`config.mk`:
```
export PLATFORM = sky130hd
export DESIGN_NAME = imem_loader
export DESIGN_NICKNAME = d
export VERILOG_FILES = /design/src/rtl/imem_loader.sv
export SDC_FILE = /design/constraint.sdc
export NUM_CORES = 1
export LEC_CHECK = 0
export CORE_ASPECT_RATIO = 0.9
export CORE_MARGIN = 2
export CORE_UTILIZATION = 57
export CTS_BUF_LIST = sky130_fd_sc_hd__clkbuf_4
export DETAILED_ROUTE_END_ITERATION = 16
export PLACE_DENSITY = 0.82
export SLEW_MARGIN = 0
export SYNTH_ARGS = -nofsm -noshare
export SYNTH_HDL_FRONTEND = slang
export SYNTH_SLANG_ARGS = --single-unit
export TNS_END_PERCENT = 30
```
`constraint.sdc`:
```
create_clock -name CLK -period 2.55 [get_ports CLK]
set_input_delay 0.6375 -clock CLK [delete_from_list [all_inputs] [get_ports CLK]]
set_output_delay 0.6375 -clock CLK [all_outputs]
set_load 0.05 [all_outputs]
```
`src/rtl/imem_loader.sv`:
```
// Instruction memory loader: assembles a little-endian byte stream into
// words and writes them to the instruction RAM, holding the core while busy.
module imem_loader #(
  parameter int TAM_POSICIONES = 1024,
  parameter int TAM_PALABRA    = 32,
  localparam int AW = $clog2(TAM_POSICIONES)
) (
  input  logic                   CLK,
  input  logic                   RST_N,
  input  logic                   START,
  input  logic [AW:0]            WORD_COUNT,
  input  logic                   ABORT,
  input  logic [7:0]             BYTE_IN,
  input  logic                   BYTE_VALID,
  output logic                   BYTE_READY,
  output logic                   WR_EN,
  output logic [AW-1:0]          WR_ADDRESS,
  output logic [TAM_PALABRA-1:0] WR_DATA,
  output logic                   BUSY,
  output logic                   DONE
);

  localparam int BPW = TAM_PALABRA / 8;
  localparam int IW  = (BPW > 1) ? $clog2(BPW) : 1;
  localparam logic [AW:0] CAP = (AW+1)'(TAM_POSICIONES);

  typedef enum logic [1:0] {
    IDLE,
    COLLECT,
    WRITE,
    FINISH
  } state_t;

  state_t                 state_q;
  logic [IW-1:0]          idx_q;
  logic [AW-1:0]          addr_q;
  logic [AW:0]            cnt_q;
  logic [AW:0]            words_q;
  logic [TAM_PALABRA-1:0] word_q;

  logic [TAM_PALABRA-1:0] word_d;
  logic [AW:0]            cnt_d;
  logic [AW:0]            words_d;
  logic                   xfer;
  logic                   last_byte;

  assign xfer      = BYTE_VALID & BYTE_READY;
  assign last_byte = (idx_q == IW'(BPW - 1));
  assign cnt_d     = (WORD_COUNT > CAP) ? CAP : WORD_COUNT;
  assign words_d   = words_q + (AW+1)'(1);

  // Incoming byte lands in its little-endian lane of the word
  always_comb begin
    word_d = word_q;
    word_d[{idx_q, 3'b000} +: 8] = BYTE_IN;
  end

  always_ff @(posedge CLK or negedge RST_N) begin
    if (!RST_N) begin
      state_q    <= IDLE;
      idx_q      <= '0;
      addr_q     <= '0;
      cnt_q      <= '0;
      words_q    <= '0;
      word_q     <= '0;
      BYTE_READY <= 1'b0;
      WR_EN      <= 1'b0;
      WR_ADDRESS <= '0;
      WR_DATA    <= '0;
      BUSY       <= 1'b0;
      DONE       <= 1'b0;
    end else begin
      WR_EN <= 1'b0;
      DONE  <= 1'b0;
      unique case (state_q)
        IDLE: begin
          if (!ABORT && START) begin
            if (WORD_COUNT == '0) begin
              state_q <= FINISH;
              DONE    <= 1'b1;
            end else begin
              cnt_q      <= cnt_d;
              addr_q     <= '0;
              idx_q      <= '0;
              words_q    <= '0;
              state_q    <= COLLECT;
              BYTE_READY <= 1'b1;
              BUSY       <= 1'b1;
            end
          end
        end
        COLLECT: begin
          if (ABORT) begin
            state_q    <= IDLE;
            BYTE_READY <= 1'b0;
            BUSY       <= 1'b0;
          end else if (xfer) begin
            word_q <= word_d;
            if (last_byte) begin
              state_q    <= WRITE;
              BYTE_READY <= 1'b0;
              WR_EN      <= 1'b1;
              WR_ADDRESS <= addr_q;
              WR_DATA    <= word_d;
            end else begin
              idx_q <= idx_q + IW'(1);
            end
          end
        end
        WRITE: begin
          addr_q  <= addr_q + AW'(1);
          words_q <= words_d;
          idx_q   <= '0;
          if (ABORT) begin
            state_q <= IDLE;
            BUSY    <= 1'b0;
          end else if (words_d == cnt_q) begin
            state_q <= FINISH;
            DONE    <= 1'b1;
            BUSY    <= 1'b0;
          end else begin
            state_q    <= COLLECT;
            BYTE_READY <= 1'b1;
          end
        end
        FINISH: begin
          state_q <= IDLE;
        end
        default: begin
          state_q    <= IDLE;
          BYTE_READY <= 1'b0;
          BUSY       <= 1'b0;
        end
      endcase
    end
  end

endmodule

```
==> results of run 1 <==
==> routing by layer <==
| metal | share of wire (%) | vias up |
|---|---|---|
| met4 | 1.8 | 0 |
| li1 | - | 2082 |
| met2 | 48 | 118 |
| met1 | 46 | 2144 |
| met5 | 0 | - |
| met3 | 4.0 | 22 |
==> cells by family (layout without fill, tap and decap cells) <==
kind of cell | after synthesis | after routing | synth area share, %
DFF | 114 | 114 | 52.4
and+or+nand+nor | 173 | 173 | 16.0
adders and majority gates | 12 | 12 | 2.76
AOI/OAI and AO/OA | 162 | 162 | 19.6
buffers and inverters | 39 | 142 | 2.83
muxes | 13 | 13 | 2.71
xor gates and xnor gates | 23 | 23 | 3.70
==> area by class of cell <==
type                       count  area [um^2]
sequential                   114         2850
clock inverter                13          166
timing repair buffer          99          951
inverter                      11         41.3
clock buffer                  19          143
fill                         702         2450
multi-input combinational    383         2450
tap                          122          153
==> sequential cells by signal, indices dropped and copies added (netlist names) <==
signal and flops:
WR_DATA 32, DONE 1, words_q 11, BYTE_READY 1, BUSY 1, state_q 2
word_q 32, idx_q 2, addr_q 10, WR_EN 1, WR_ADDRESS 10, cnt_q 11
==> cell usage after synthesis (2+ instances only) <==
master	n	area, um^2
nor3_1	7	35.0
dfrtp_1	114	2850
and3_1	2	12.5
buf_2	3	15.0
nor2b_1	34	213
xor2_1	11	96.3
inv_1	11	41.3
a22o_2	2	20.0
nand3_1	8	40.0
nand4_1	4	25.0
clkbuf_1	12	45.0
and2_1	7	43.8
buf_1	12	45.0
xnor2_1	12	105
ha_1	12	150
nor2_1	51	191
o2111ai_1	2	17.5
mux2i_1	2	20.0
o21ai_1	3	15.0
a21oi_1	69	345
or3_1	4	25.0
nor4_1	3	18.8
o21ai_0	25	125
a22o_1	35	307
nand2b_1	9	56.3
nand2_1	36	135
o31ai_1	8	60.1
a21o_1	2	15.0
mux2_2	10	113
==> power groups by stage <==
stage                     sequential, uW  combinational, uW  clock, uW
after global routing                2270               1870       1550
after detailed placement            2280               1660          0
after CTS                           2240               1680       1460
after global placement              2270               1600          0
final                               2240               1700       1460
after floorplan                     2350                997          0
==> per-stage QoR <==
step | std cells | worst slack (ns) | utilization [%]
after global routing | 761 | 0.0198 | 73.4
after global placement | 729 | -0.224 | 70.0
after CTS | 761 | 0.105 | 73.3
after floorplan | 536 | 0.217 | -
final | 761 | 0.130 | 73.4
after detailed placement | 729 | -0.340 | 70.0
==> worst max path at each step <==
stage / endpoint / startpoint
after global routing: BYTE_READY / words_q[0]
after global placement: addr_q[9] / WORD_COUNT[1]
after CTS: BYTE_READY / BYTE_READY
after detailed placement: addr_q[8] / WORD_COUNT[0]
after floorplan: idx_q[0] / WORD_COUNT[2]
final: BYTE_READY / BYTE_READY
==> timing repair <==
action,CTS,global route
gates resized for setup,0,2
endpoints found under the setup margin,0,1
setup buffers,0,0
==> run summary, run 1 <==
outcome -> completed
Die ar. -> 10,400 um^2
fin crit period -> 2.42 ns
EDFF count, synth -> 0
setup slack, reg-to-reg -> 0.14 ns
clock slew at reported path FFs -> 0.10 ns
Worst VDD drop -> 0.497 mV
core area -> 9210 um^2
CP max FO -> 4
first-pass GRT wire length -> 21,000 um
CP top delay family -> buffers and inverters
WL final -> 12,500 um
Levels on crit path -> 1
Flop pwr share -> 41.5%
count of antenna-violating nets left after detailed routing -> 0
CTS tree -> yes
Least-Margin Pin Slew -> 0.596 ns
YS warnings -> 0
Setup Skew -> 0.0130 ns
Max-slew headroom -> 60.1%
H-tree depth -> 4
Fmax -> 0.413 GHz
Hold Slack -> 0.0866 ns
setup TNS -> 0 ns
drt drc -> 0
fin. max-slew vios -> 0
Initial Util -> 59.1%
clock latency on the worst-skew pair -> 0.51 ns
initial DRC count -> 237
# nets final -> 662
Worst setup EP type -> primary output
clk buf depth -> 2
Netlist Area Pre-Place -> 5450 um^2
Mean Syn Cell Area -> 10.2 um^2
gr busiest metal -> met2
syn_nets -> 572
Final Total Pwr -> 5400 uW
Worst R2R End -> addr_q[8]
arrival time worst endpoint -> 1.78 ns
area grow syn2layout -> 24.1%
sequential-to-total area share from yosys stat -> 52.4%
grt met3 use -> 5.32%
GRT overflow -> 0
dpl hpwl -> 8760 um
GRT Util Overall -> 25.6%
synthesized instance count -> 536
commonest non-fill, non-tap cell in the layout -> dfrtp_1
PortBufs -> 69
largest net degree at the start of global routing -> 42
ratio of cells with drive above 1 in the final layout -> 13.0%
WL/cell -> 16.5 um
CTS Sinks -> 114
Comb pwr share -> 31.5%
WP buf/inv -> 1
FF-to-FF path depth -> 8
most frequent cells in the layout -> dfrtp_1 (114), a21oi_1 (69), clkdlybuf4s50_1 (68)
Hold Violations, Final -> 0
Min-Delay Path Class -> in2async
fraction of registers with async set/reset -> 100%
P_sw -> 1870 uW
Crit Path Class -> reg2out
CP Data Required Time -> 1.91 ns
Pint -> 3540 uW
Synth Register Bits -> 114
final-report setup violation count -> 0
Crit-path slowest cell -> clkdlybuf4s50_1
Core Rows -> 33
drt pass-1 iters -> 5
routability cong. -> 0.879
period utilization -> 94.9%
dpl cell area -> 6440 um^2
clock power share -> 27.0%
met1 GRT Util -> 36.1%
synth unique cells -> 55
initial antenna violation count -> 0
setup repair after global routing missed its margin -> false
Final Instance Area -> 6760 um^2
crit-path cells -> clkdlybuf4s50_1
Top Ports -> 70
Leakage -> 0.00311 uW
switching part of the total power -> 34.5%
CP Launch Type -> flop
Root Buffer Master -> clkbuf_4
met2 usage -> 39.6%
PwrDens -> 800 nW/um^2
routed vias/inst -> 5.74
max_cap viols -> 0
reg2reg start -> state_q[1]
vias in the first global route -> 4,256
CTS buffer count -> 17
diodes inserted -> 0
Max stage delay on crit path -> 0.85 ns
die extent in x -> 107 um
hold buffers post-CTS -> 0
vias -> 4,366
Die Ht -> 96.7 um
Primary FF master, synth -> dfrtp_1
No activity file was read; power rests on OpenSTA's default activity.
==> run 2: changes to the inputs <==
--- a/config.mk
+++ b/config.mk
@@ -7,10 +7,11 @@
 export LEC_CHECK = 0
 export CORE_ASPECT_RATIO = 0.9
 export CORE_MARGIN = 2
-export CORE_UTILIZATION = 57
+export CORE_UTILIZATION = 52
 export CTS_BUF_LIST = sky130_fd_sc_hd__clkbuf_4
+export CTS_CLUSTER_DIAMETER = 50
 export DETAILED_ROUTE_END_ITERATION = 16
-export PLACE_DENSITY = 0.82
+export PLACE_DENSITY = 0.79
 export SLEW_MARGIN = 0
 export SYNTH_ARGS = -nofsm -noshare
 export SYNTH_HDL_FRONTEND = slang
==> constraint.sdc (replaced) <==
create_clock -name CLK -period 2.15 [get_ports CLK]
set_input_delay 0.5375 -clock CLK [delete_from_list [all_inputs] [get_ports CLK]]
set_output_delay 0.5375 -clock CLK [all_outputs]
set_load 0.05 [all_outputs]
==> run 2 against run 1 <==
Effect of this change:
- the flow now finishes with violations (setup timing)
- clock power rose by 3%
- sequential power rose by 18%
- hold slack improved by 0.0034 ns
- clock skew rose by 0.0045 ns
- final cell count is 3.0% higher
- largest cell class unchanged
==> run summary, run 2 (synthesized netlist as in run 1, its figures left out) <==
outcome -> complete, but fails checks
failing checks -> setup timing
Hold Slack -> 0.0900 ns
Die Ht -> 101 um
placed cell count -> 752
non-filler instance count after layout -> 784
Setup Skew -> 0.0175 ns
PortBufs -> 69
reg2reg start -> words_q[1]
Crit-path slowest cell -> or4_4
vias -> 4,387
largest net degree at the start of global routing -> 115
PwrDens -> 907 nW/um^2
first-pass GRT wire length -> 21,300 um
ratio of cells with drive above 1 in the final layout -> 16.9%
GRT Util Overall -> 23.6%
CP max FO -> 3
final-report setup violation count -> 1
CP top delay family -> compound AO/OA/AOI/OAI gates
routability cong. -> 0.846
Die ar. -> 11,300 um^2
drt pass-1 iters -> 5
Worst R2R End -> BYTE_READY
Least-Margin Pin Slew -> 0.581 ns
Root Buffer Master -> clkbuf_4
hold buffers post-CTS -> 0
count of antenna-violating nets left after detailed routing -> 0
setup ws final -> -0.00883 ns
crit-path cells -> clkdlybuf4s50_1 -> or4_4 -> o311a_4 -> buf_4 -> inv_1 -> o22ai_1 -> a221oi_1 -> o31a_1
CTS buffer count -> 17
CP Launch Type -> input pin
Largest regs -> WR_DATA (32), word_q (32)
GRT overflow -> 0
Core Rows -> 35
Worst setup EP type -> flop
initial antenna violation count -> 0
Top Ports -> 70
Final Total Pwr -> 6270 uW
fin. max-slew vios -> 0
Worst VDD drop -> 0.522 mV
Leakage -> 0.00344 uW
H-tree depth -> 4
Fill cells -> 811
dpl hpwl -> 8600 um
drt drc -> 0
clock slew at reported path FFs -> 0.11 ns
clk buf depth -> 2
initial DRC count -> 278
arrival time worst endpoint -> 2.62 ns
Crit Path Class -> in2reg
max_cap viols -> 0
WL/cell -> 16.1 um
clock latency on the worst-skew pair -> 0.52 ns
setup slack, reg-to-reg -> 0.13 ns
# nets final -> 679
core area -> 10,200 um^2
fin crit period -> 2.16 ns
CTS Sinks -> 114
die extent in x -> 112 um
Max-slew headroom -> 61.2%
FF-to-FF path depth -> 8
CTS tree -> yes
Min-Delay Path Class -> in2async
CP Data Required Time -> 2.61 ns
most frequent cells in the layout -> dfrtp_1 (114), a21oi_1 (69), nor2_1 (49)
area grow syn2layout -> 26.9%
period utilization -> 100%
Fmax -> 0.463 GHz
Max stage delay on crit path -> 0.45 ns
WL final -> 12,700 um
vias in the first global route -> 4,394
Initial Util -> 53.4%
Hold Violations, Final -> 0
WP buf/inv -> 3
routed vias/inst -> 5.60
diodes inserted -> 0
commonest non-fill, non-tap cell in the layout -> dfrtp_1
## run 2: area by class of cell
type | count | area (um^2) | share of cell area [%]
clock buffer | 20 | 150 | 2.17
clock inverter | 11 | 115 | 1.67
inverter | 11 | 45.0 | 0.652
multi-input combinational | 383 | 2500 | 36.2
sequential | 114 | 2850 | 41.3
tap | 129 | 161 | 2.34
timing repair buffer | 116 | 1090 | 15.7
## run 2: report_power, final
group	switching [uW]	leakage [uW]	internal, uW
combinational	1220	0.00174	900
clock	793	0.000140	710
sequential	228	0.00156	2420
## run 2: what timing repair did
item                                   in CTS  in global routing
cloned                                      0                  0
gates resized for setup                    48                 17
setup endpoints to repair                  49                 21
endpoints found under the hold margin       0                  0
setup buffers                               0                  1
pin swaps                                   0                  7
## run 2: worst max path at each step
stage                     cells past startpoint  slack (ns)           from         end
after detailed placement                      8       -0.60  WORD_COUNT[1]  words_q[6]
after floorplan                               6       -0.08  WORD_COUNT[1]    idx_q[0]
after global routing                          7      -0.006  WORD_COUNT[7]  words_q[1]
after CTS                                     8       -0.02  WORD_COUNT[1]  state_q[1]
final                                         8      -0.009  WORD_COUNT[1]  state_q[1]
after global placement                        7       -0.51  WORD_COUNT[1]    idx_q[0]
## run 2: through the flow
step	util, %	instance area, um^2	worst slack [ns]	setup TNS [ns]
floorplan	-	5450	-0.0830	-0.254
global placement	64.9	6620	-0.508	-14.97
detailed placement	64.9	6620	-0.599	-17.34
CTS	67.0	6840	-0.0159	-0.0159
global route	67.7	6910	-0.00638	-0.0104
finish	67.7	6910	-0.00883	-0.00883
## run 2: metal layers
layer  share of wire, %  global-route usage [%]  up-vias
met4                1.2                    7.79        0
met3                4.2                    5.71       17
met1                 47                    32.3     2154
met5                  0                       0        -
met2                 48                    37.4      110
li1                   -                       -     2106
==> run 3: changes to the inputs <==
--- a/config.mk
+++ b/config.mk
@@ -11,9 +11,10 @@
 export CTS_BUF_LIST = sky130_fd_sc_hd__clkbuf_4
 export CTS_CLUSTER_DIAMETER = 50
 export DETAILED_ROUTE_END_ITERATION = 16
+export HOLD_SLACK_MARGIN = 0.1
 export PLACE_DENSITY = 0.79
 export SLEW_MARGIN = 0
 export SYNTH_ARGS = -nofsm -noshare
 export SYNTH_HDL_FRONTEND = slang
 export SYNTH_SLANG_ARGS = --single-unit
-export TNS_END_PERCENT = 30
+export TNS_END_PERCENT = 1
==> run 3 against run 2 <==
Effect of this change:
- the run still ends with setup timing left
- clock power barely moved
- sequential power barely moved
- total power fell by 0.54%
- wire length fell by 0.73%
- core utilization fell by 0.25 points
- critical endpoint unchanged
- largest cell class unchanged
- highest routed layer unchanged
==> run summary, run 3 (synthesized netlist as in run 1, its figures left out) <==
Die ar. -> 11,300 um^2
Worst setup EP type -> flop
Core Rows -> 35
# nets final -> 679
diodes inserted -> 0
Root Buffer Master -> clkbuf_4
clock slew at reported path FFs -> 0.11 ns
CP Data Required Time -> 2.61 ns
setup repair after global routing missed its margin -> true
most frequent cells in the layout -> dfrtp_1 (114), a21oi_1 (69), nor2_1 (50)
failing checks -> setup timing
first-pass GRT wire length -> 21,200 um
setup TNS -> -0.156 ns
PwrDens -> 905 nW/um^2
Die Ht -> 101 um
routability cong. -> 0.846
routed vias/inst -> 5.63
Max-slew headroom -> 61.1%
Setup Skew -> 0.0171 ns
Core Util, Final -> 67.5%
core area -> 10,200 um^2
vias -> 4,412
commonest non-fill, non-tap cell in the layout -> dfrtp_1
placed cell count -> 752
Crit Path Class -> in2reg
CTS tree -> yes
dpl hpwl -> 8600 um
count of antenna-violating nets left after detailed routing -> 0
post-CTS setup buffers -> 0
GRT Util Overall -> 23.5%
CP Launch Type -> input pin
ratio of cells with drive above 1 in the final layout -> 16.6%
Least-Margin Pin Slew -> 0.584 ns
H-tree depth -> 4
drt drc -> 0
initial antenna violation count -> 0
GRT overflow -> 0
Top Ports -> 70
setup ws final -> -0.0562 ns
Largest regs -> WR_DATA (32), word_q (32)
Min-Delay Path Class -> reg2reg
final-report setup violation count -> 7
PortBufs -> 69
vias in the first global route -> 4,388
clk buf depth -> 2
period utilization -> 103%
arrival time worst endpoint -> 2.67 ns
Leakage -> 0.00339 uW
clock latency on the worst-skew pair -> 0.52 ns
initial DRC count -> 270
Fmax -> 0.453 GHz
drt pass-1 iters -> 5
CP max FO -> 3
WL/cell -> 16.0 um
fin crit period -> 2.21 ns
Hold Violations, Final -> 0
fin. max-slew vios -> 0
Worst VDD drop -> 0.513 mV
non-filler instance count after layout -> 784
CTS Sinks -> 114
area grow syn2layout -> 26.5%
WL final -> 12,600 um
outcome -> complete, but fails checks
CTS buffer count -> 17
max_cap viols -> 0
largest net degree at the start of global routing -> 115
die extent in x -> 112 um
Initial Util -> 53.4%
-- run 3: cell types whose count changed in the layout (fill, tap and decap cells not counted) --
cell	previous run	this run
clkdlybuf4s50_1	17	22
o21ai_1	6	8
nor2_4	1	0
o21ai_0	22	20
o31a_2	0	1
dlygate4sd3_1	0	1
dlymetal6s2s_1	5	0
buf_4	41	40
nor2_1	49	50
o31a_4	1	0
-- run 3: power breakdown --
group          internal, uW  switching [uW]  total, uW
logic                   880            1210       2090
registers              2420             229       2650
clock network           710             787       1500
total                  4010            2230       6230
-- run 3: layout make-up --
| class | count | area (um^2) |
|---|---|---|
| clock buffers | 20 | 150 |
| clock inverters | 11 | 115 |
| fillers | 811 | 3320 |
| inverters | 11 | 45.0 |
| multi-input cells | 383 | 2490 |
| flip-flops and latches | 114 | 2850 |
| well taps | 129 | 161 |
| repair buffers | 116 | 1080 |
-- run 3: final timing paths --
| check | start | end | slack, ns | cells past startpoint |
|---|---|---|---|---|
| setup / recovery | WORD_COUNT[2] | state_q[1] | -0.06 | 8 |
| min in group asynchronous | RST_N | addr_q[9] | 0.63 | 3 |
| setup reg to reg | words_q[1] | BYTE_READY | 0.10 | 8 |
| hold / removal | word_q[3] | word_q[3] | 0.50 | 1 |
| max in group asynchronous | RST_N | WR_DATA[18] | 1.07 | 3 |
| hold reg to reg | word_q[3] | word_q[3] | 0.50 | 1 |
-- run 3: metrics by stage --
step                total power (uW)  hold WS [ns]  cell area [um^2]  setup slack (ns)
global placement                4640         0.474              6620            -0.508
CTS                             6210         0.503              6850           -0.0159
finish                          6230         0.501              6890           -0.0562
floorplan                       3970         0.242              5450           -0.0830
detailed placement              4720         0.474              6620            -0.599
global route                    6630         0.514              6890           -0.0615
-- run 3: timing repair --
action,CTS,global route
hold buffers,1,0
pin swaps,0,2
endpoints found under the hold margin,13,0
resized for setup,48,11
endpoints found under the setup margin,49,21
-- run 3: layer usage --
layer	track usage [%]	vias up	share of wire [%]
li1	-	2105	-
met1	32.1	2158	46
met2	37.5	128	48
met3	5.71	21	5.0
met4	7.88	0	1.5
met5	0	-	0
-- run 3: critical path, cell delays in order --
cell and delay (ns):
clkdlybuf4s50_1 0.41, or4_4 0.56, o311a_4 0.43, buf_4 0.15, inv_1 0.05, o22ai_1 0.07
a221oi_1 0.28, o31a_1 0.18
